### src/rtl/amp3_i2s_rx.sv
// amp3_i2s_rx: I2S slave receiver. BCLK/LRCLK/SDATA are synchronised into clk.
// Ports: clk, rst, enable, BCLK, LRCLK, SDATA in; dataL, dataR, valid, RightNLeft, error out.
module amp3_i2s_rx #(
  parameter int DATASIZE = 12,
  parameter int SLOTMAX  = 32
) (
  input  logic                clk,
  input  logic                rst,
  input  logic                enable,
  input  logic                BCLK,
  input  logic                LRCLK,
  input  logic                SDATA,
  output logic [DATASIZE-1:0] dataL,
  output logic [DATASIZE-1:0] dataR,
  output logic                valid,
  output logic                RightNLeft,
  output logic                error
);

  localparam int CW = $clog2(SLOTMAX + 1);

  typedef enum logic {
    IDLE,
    RX
  } state_t;

  state_t state, state_n;

  logic [1:0] bclk_sy, lr_sy, sd_sy;
  logic bclk_d, ev, lr_q, sd_q;
  logic lr_prev, lhave, chg;
  logic [CW-1:0] cnt;
  logic [DATASIZE-1:0] shift, shift_n, shadow;

  // Synchroniser, then a registered rising-edge detect of BCLK.
  // LRCLK/SDATA get the same extra stage so they stay aligned with ev.
  always_ff @(posedge clk) begin
    if (rst) begin
      bclk_sy <= '0;
      lr_sy   <= '0;
      sd_sy   <= '0;
      bclk_d  <= 1'b0;
      ev      <= 1'b0;
      lr_q    <= 1'b0;
      sd_q    <= 1'b0;
    end else begin
      bclk_sy <= {bclk_sy[0], BCLK};
      lr_sy   <= {lr_sy[0], LRCLK};
      sd_sy   <= {sd_sy[0], SDATA};
      bclk_d  <= bclk_sy[1];
      ev      <= bclk_sy[1] & ~bclk_d;
      lr_q    <= lr_sy[1];
      sd_q    <= sd_sy[1];
    end
  end

  assign chg = ev & (lr_q != lr_prev);

  // Current word with this event's bit placed MSB-first; bits past
  // DATASIZE match no position and are dropped.
  always_comb begin
    shift_n = shift;
    for (int i = 0; i < DATASIZE; i++) begin
      if (cnt == CW'(DATASIZE - 1 - i)) shift_n[i] = sd_q;
    end
  end

  always_comb begin
    state_n = state;
    if (!enable) state_n = IDLE;
    else if (chg) state_n = RX;
  end

  always_ff @(posedge clk) begin
    if (rst) begin
      state      <= IDLE;
      cnt        <= '0;
      shift      <= '0;
      shadow     <= '0;
      lhave      <= 1'b0;
      lr_prev    <= 1'b0;
      dataL      <= '0;
      dataR      <= '0;
      valid      <= 1'b0;
      RightNLeft <= 1'b0;
      error      <= 1'b0;
    end else begin
      state <= state_n;
      valid <= 1'b0;
      if (ev) lr_prev <= lr_q;
      if (!enable) begin
        cnt   <= '0;
        shift <= '0;
        lhave <= 1'b0;
        error <= 1'b0;
      end else if (chg) begin
        cnt        <= '0;
        shift      <= '0;
        RightNLeft <= lr_q;
        if (state == RX) begin
          // cnt+1 bits committed; fewer than DATASIZE is a short slot
          if (cnt < CW'(DATASIZE - 1)) error <= 1'b1;
          if (!RightNLeft) begin
            shadow <= shift_n;
            lhave  <= 1'b1;
          end else if (lhave) begin
            dataR <= shift_n;
            dataL <= shadow;
            valid <= 1'b1;
            lhave <= 1'b0;
          end
        end else begin
          lhave <= 1'b0;
        end
      end else if (ev && state == RX) begin
        shift <= shift_n;
        if (cnt != CW'(SLOTMAX)) cnt <= cnt + 1'b1;
      end
    end
  end

endmodule
### config.mk
export PLATFORM = sky130hd
export DESIGN_NAME = amp3_i2s_rx
export DESIGN_NICKNAME = d
export VERILOG_FILES = /design/src/rtl/amp3_i2s_rx.sv
export SDC_FILE = /design/constraint.sdc
export NUM_CORES = 1
export LEC_CHECK = 0
export BUFFER_PORTS_ARGS = -buffer_cell sky130_fd_sc_hd__buf_2
export CELL_PAD_IN_SITES_DETAIL_PLACEMENT = 1
export CELL_PAD_IN_SITES_GLOBAL_PLACEMENT = 1
export CORE_MARGIN = 3
export CORE_UTILIZATION = 40
export CTS_CLUSTER_SIZE = 30
export DETAILED_ROUTE_END_ITERATION = 7
export PLACE_DENSITY_LB_ADDON = 0.1
export SETUP_SLACK_MARGIN = 0.1
export SLEW_MARGIN = 20
export SYNTH_ARGS = -nofsm -noshare
export SYNTH_HDL_FRONTEND = slang
export SYNTH_SLANG_ARGS = --single-unit
### constraint.sdc
create_clock -name clk -period 3.6 [get_ports clk]
set_input_delay 0.36 -clock clk [delete_from_list [all_inputs] [get_ports clk]]
set_output_delay 0.36 -clock clk [all_outputs]
set_load 0.03 [all_outputs]
# Yosys cells after proc, flatten, opt, wreduce, memory -nomap -nowiden
# Cells that the tools add are included.
dict set report word_totals {
  out_inout_bits 27
  word_cells 65
  mem_bits_ro 0
  latchBits 0
  mem_count 0
  mem_bits_rw 0
  regBits 70
}
dict set report op_classes {
  div_mod_pow 0
  reduce_logical 10
  n_eq_ne 13
  shift 0
  magnitude_cmp 1
  n_bitwise 7
  n_mux 15
  addsub 1
  n_mul 0
}
# cell count
set ops {}
lappend ops {{== test 6 x 3 -> 1 bit (second input constant)} 4}
lappend ops {{== test 6 x 4 -> 1 bit (second input constant)} 4}
lappend ops {{two-way mux 1 bit} 15}
lappend ops {{== test 6 x 2 -> 1 bit (second input constant)} 2}
lappend ops {{adder 6 x 1 -> 6 bit (second input constant)} 1}
lappend ops {{== test 6 x 1 -> 1 bit (second input constant)} 1}
lappend ops {{logical NOT 6 bit} 1}
lappend ops {{less-than comparator 6 x 4 -> 1 bit (second input constant)} 1}
lappend ops {{inequality test 6 bit (second input constant)} 1}
lappend ops {{NOT 1 bit} 5}
lappend ops {{AND reduction 5 bit} 1}
lappend ops {{OR reduction 5 bit} 1}
lappend ops {{AND reduction 2 bit} 2}
lappend ops {{AND reduction 4 bit} 1}
lappend ops {{AND reduction 3 bit} 1}
lappend ops {{OR reduction 3 bit} 1}
lappend ops {{AND 1 bit} 2}
lappend ops {{OR reduction 2 bit} 1}
lappend ops {{logical AND 1 bit} 1}
lappend ops {{inequality test 1 bit} 1}

# Longest topological paths before layout
dict set report depth {
  word_depth 4
  depth_mapped 8
  ltp_nobuf 5
}

# Worst setup path before layout
# No wires, ideal clock.
dict set report synth_timing {
  path_kind {register to register}
  from {reg RightNLeft}
  to {reg dataR[2]}
  period_less_slack_ns 1.445
  path_stages_with_launch 7
  required_time_ns 3.520
  slack_ns 2.155
  n_path_buf 2
  t_arrival_ns 1.365
  cell_sequence {dfxtp_1 and3_1 and3_1 buf_6 buf_6 nor2_1 a211oi_2}
}
dict set report synth_between {
  elab_chain_cells 1
}
# element line
set synth_rtl {}
lappend synth_rtl {{from (decl)} 16} ;# output logic RightNLeft,
lappend synth_rtl {{from (signal assigned)} 99} ;# RightNLeft <= lr_q;
lappend synth_rtl {{AND reduction 5 bit (no line)} -}
lappend synth_rtl {{to (signal assigned)} 107} ;# dataR <= shift_n;
lappend synth_rtl {{to (decl)} 14} ;# output logic [DATASIZE-1:0] dataR,
# No other way between the ends.
# A chain may end at the register's enable or synchronous reset.

# Final worst setup path
dict set report layout_timing {
  from {reg ev}
  to {reg dataR[0]}
}
dict set report layout_between {
  elab_chain_cells 2
}
# element line
set layout_rtl {}
lappend layout_rtl {{from (decl)} 30} ;# logic bclk_d, ev, lr_q, sd_q;
lappend layout_rtl {{from (signal assigned)} 51} ;# ev <= bclk_sy[1] & ~bclk_d;
lappend layout_rtl {{AND 1 bit} 57} ;# assign chg = ev & (lr_q != lr_prev);
lappend layout_rtl {{AND reduction 5 bit (no line)} -}
# No other way between the ends.

==> metrics.md <==
| Metric | Value |
|---|---|
| All-layer global routing usage | 15.9% |
| VDD IR max | 0.214 mV |
| Warning count from the yosys run | 0 |
| Core box area | just under 7000 µm² |
| I/O Pins | 33 |
| Static Leakage | 1.22 nW |
| Effective utilization at floorplan | between 40 and 50% |
| Clock insertion delay at the later pin of the skew report | approximately 0.34 ns |
| Number of instances in the synthesized netlist | 293 |
| FP Rows | 30 |
| DIE HEIGHT | roughly 90 µm |
| Cell type with the largest total area after synthesis | sky130_fd_sc_hd__dfxtp_1 |
| Critical path endpoint category | register |
| Crit path max fanout | 36 |
| Count of state elements after synthesis | 70 |
| Total Nets Final | about 330 |
| Slew Limit Fails | 0 |
| Net switching power | 0.315 mW |
| # DRC | 0 |
| Wire length of the first global-routing pass | between 10000 and 15000 µm |
| CP Buf/Inv Count | 2 |
| Count of distinct cell types in the synthesized netlist | 36 |
| Pwr Density | roughly 500 nW/µm² |
| Final-report setup violation count | 0 |
| Overall power of the completed layout | approximately 1.6 mW |
| Internal Dissipation | about 1.3 mW |
| CTS tree | done |
| CTS clock-pin slew for the worst setup and hold paths | about 0.080 ns |
| Signed area change from the synthesized netlist to the final layout | 13.7% |
| Net Count, Synth | 304 |
| Reg2reg start | ev |
| Setup_tns | 0 ns |
| H-tree depth reported by CTS | 3 |
| Highest attainable clock frequency | approximately 0.5 GHz |
| Antenna-violating nets left | 0 |
| Switching part of the total power | between 10% and 20% |
| Detailed-routing iteration count for the pre-antenna-repair pass | 4 |
| Number of cells traversed by the worst hold path | 2 |
| Share of power burned in the clock network | 49.0% |
| Max-cap violation count | 0 |
| Actual transition at the worst max-transition pin | 0.839 ns |
| Pin count of the biggest net entering global routing | 49 |
| Number of antenna violations at the first check in global routing | 0 |
| # diodes | 0 |
| Detailed router's first-iteration violation count | 52 |
| Start point of the worst min-delay path | BCLK |
| Comb power frac | around 1.5% |
| Number of buffers inserted by hold repair at cts | 0 |
| Synthesized cell area | around 2800 µm² |
| Proportion of netlist area held by the largest area contributor | 49.3% |
| Post-cts resize count | 0 |
| Clock root buffer | sky130_fd_sc_hd__clkbuf_8 |
| Period Utilization, post-route | 54.4% |
| Final period demand of the worst path | ~2.0 ns |
| Via count of the routed design | between 2000 and 2500 |
| Aggregate routed wire length | slightly below 6000 µm |
| Ratio of routed vias to standard cells | between 4 and 5 |
| Bufs on Longest Clock Path | 2 |
| Fraction of final layout cells with drive strength greater than 1 | 24.1% |
| DP Cell Count | 400 |
| Largest delay contributor family on the critical path | buffers and inverters |
| Routability cong. | 0.743 |
| Worst setup path category | register to register |
| Mean post-synth cell area | approximately 9.7 µm² |
| Worst relative slew slack | ~44% |
| Arr. time, crit path | between 2 and 2.5 ns |
| Average wire length per cell after detail routing | about 14 µm |
| Destination of the worst register-to-register timing path | dataR[0] |
| Worst-path cell with the longest stage delay | sky130_fd_sc_hd__dfxtp_1 |
| Dpl hpwl | 3960 µm |
| Die Width | between 90 and 100 µm |
| Cell types occupying the most area after synthesis | sky130_fd_sc_hd__dfxtp_1 49%, sky130_fd_sc_hd__a211oi_2 6.2%, sky130_fd_sc_hd__a211oi_1 5.8% |
| Leftover overflow at the end of global routing | 0 |
| Min-Delay Path Class | input port to register |
| Worst setup skew after layout | about 0.0099 ns |
| CP cell instances | and2_1 > buf_4 > and3_1 > buf_4 > nor2_1 > a211oi_1 |
| R2r setup slk | around 1.6 ns |
| Maximum cell stage delay along the critical path | approximately 0.50 ns |
| Run status | completed |
| Clock buffer count from CTS | 9 |
| Layout Cells excl Fill | about 420 |
| Startpoint kind of the worst setup timing path | register |
| Setup Fix Bufs, Post-CTS | 0 |
| Total die area | 8150 µm² |
| Hold violation total from the final report | 0 |
| Number of global-route vias before repair | roughly 2100 |
| Number of buffers added on ports | 32 |
| Endpoint with the worst hold slack | bclk_sy[0] |
| Number of clock sinks | 70 |
| Fraction of the yosys area taken by sequential cells | 49.3% |
| Seq pwr share | between 40% and 50% |
| Most frequent cell on the critical path | sky130_fd_sc_hd__buf_4 |
| Setup repair after global routing missed its margin | false |
| Worst Reg2Reg Path Length in Cells | 6 |
| Worst EP required | a little under 4 ns |
[cell type report]
cell class	instances	area [µm²]
Clock buffer	10	138
Fill cell	798	3600
Timing Repair Buffer	35	183
Tap cell	96	120
Sequential cell	70	1400
Multi-Input combinational cell	196	1270
Inverter	3	11.3
Clock inverter	5	108
[cells by family (layout without fill, tap and decap cells)]
logic type               Yosys count  after routing  synth area share (%)
AO/OA/AOI/OAI                     54             54                  15.5
XOR/XNOR                           6              6                  2.11
adder cells (fa/ha/maj)            5              5                  2.20
buffers and inverters             27             53                  6.08
flip-flops                        70             70                  49.3
multiplexers                      15             15                  5.29
AND/OR/NAND/NOR                  116            116                  19.5
[cell usage after synthesis (all sizes together)]
| cell type | instances |
|---|---|
| and3 | 2 |
| nor2 | 48 |
| a21oi | 14 |
| and2 | 1 |
| xor2 | 3 |
| a31oi | 1 |
| o21ai | 1 |
| nand2 | 40 |
| clkbuf | 6 |
| nand4 | 1 |
| nor2b | 11 |
| nor4b | 2 |
| or3 | 1 |
| nor4 | 2 |
| xnor2 | 3 |
| mux2i | 15 |
| inv | 3 |
| nand3 | 4 |
| dfxtp | 70 |
| nand2b | 2 |
| ha | 5 |
| and4 | 1 |
| a41oi | 1 |
| nor3 | 1 |
| a311oi | 1 |
| buf | 18 |
| a211oi | 36 |
[how the worst max path moves through the flow]
| stage | from | endpoint | slack (ns) | cells after the start |
|---|---|---|---|---|
| 2_1_floorplan | RightNLeft | dataR[2] | 2.15 | 6 |
| 5_1_grt | ev | dataR[11] | 1.37 | 6 |
| 6_report | ev | dataR[0] | 1.64 | 6 |
| 4_1_cts | lr_q | shadow[1] | 1.29 | 4 |
| 3_5_place_dp | lr_q | shadow[1] | 1.45 | 4 |
| 3_3_place_gp | lr_q | shadow[3] | 1.57 | 4 |
[state kept, by name, indices dropped and copies added (netlist names), 2 cells and up]
name	flops
sd_sy	2
dataR	12
shift	12
cnt	6
shadow	12
lr_sy	2
dataL	12
bclk_sy	2
[power groups by stage]
stage | Clock (mW) | Sequential, mW | Combinational, mW
final | 0.773 | 0.781 | 0.0231
after global routing | 0.834 | 0.781 | 0.0259
after CTS | 0.802 | 0.781 | 0.0236
after detailed placement | 0 | 0.799 | 0.0236
after global placement | 0 | 0.799 | 0.0237
after floorplan | 0 | 0.797 | 0.0182
[layer usage]
metal  part of all wire, %  vias to the layer above  GRT usage [%]  wire length (µm)
met3                   2.9                        6           4.92               169
li1                      -                     1038              -                 -
met1                    51                      962           20.8              3040
met5                     0                        -              0                 0
met2                    45                       25           25.0              2650
met4                   1.0                        0           4.97                59
[stage by stage]
stage	area [µm²]	util, %	worst slack [ns]	hold slack (ns)
2_1_floorplan	2840	-	2.15	0.367
3_3_place_gp	2980	43.6	1.57	0.372
3_5_place_dp	2980	43.6	1.45	0.384
4_1_cts	3230	47.2	1.29	0.207
5_1_grt	3230	47.3	1.37	0.217
6_report	3230	47.3	1.64	0.227
[placed cells by master, fill, tap and decap left out, types with 5 or more instances in the layout]
master	instances
sky130_fd_sc_hd__clkbuf_8	10
sky130_fd_sc_hd__mux2i_1	15
sky130_fd_sc_hd__nor2_1	40
sky130_fd_sc_hd__a211oi_1	22
sky130_fd_sc_hd__ha_1	5
sky130_fd_sc_hd__nand2_1	40
sky130_fd_sc_hd__a21oi_1	14
sky130_fd_sc_hd__a211oi_2	14
sky130_fd_sc_hd__nor2b_1	11
sky130_fd_sc_hd__buf_2	32
sky130_fd_sc_hd__nor2_2	8
sky130_fd_sc_hd__dfxtp_1	70
Note: power is estimated with default switching activity, not from simulation.
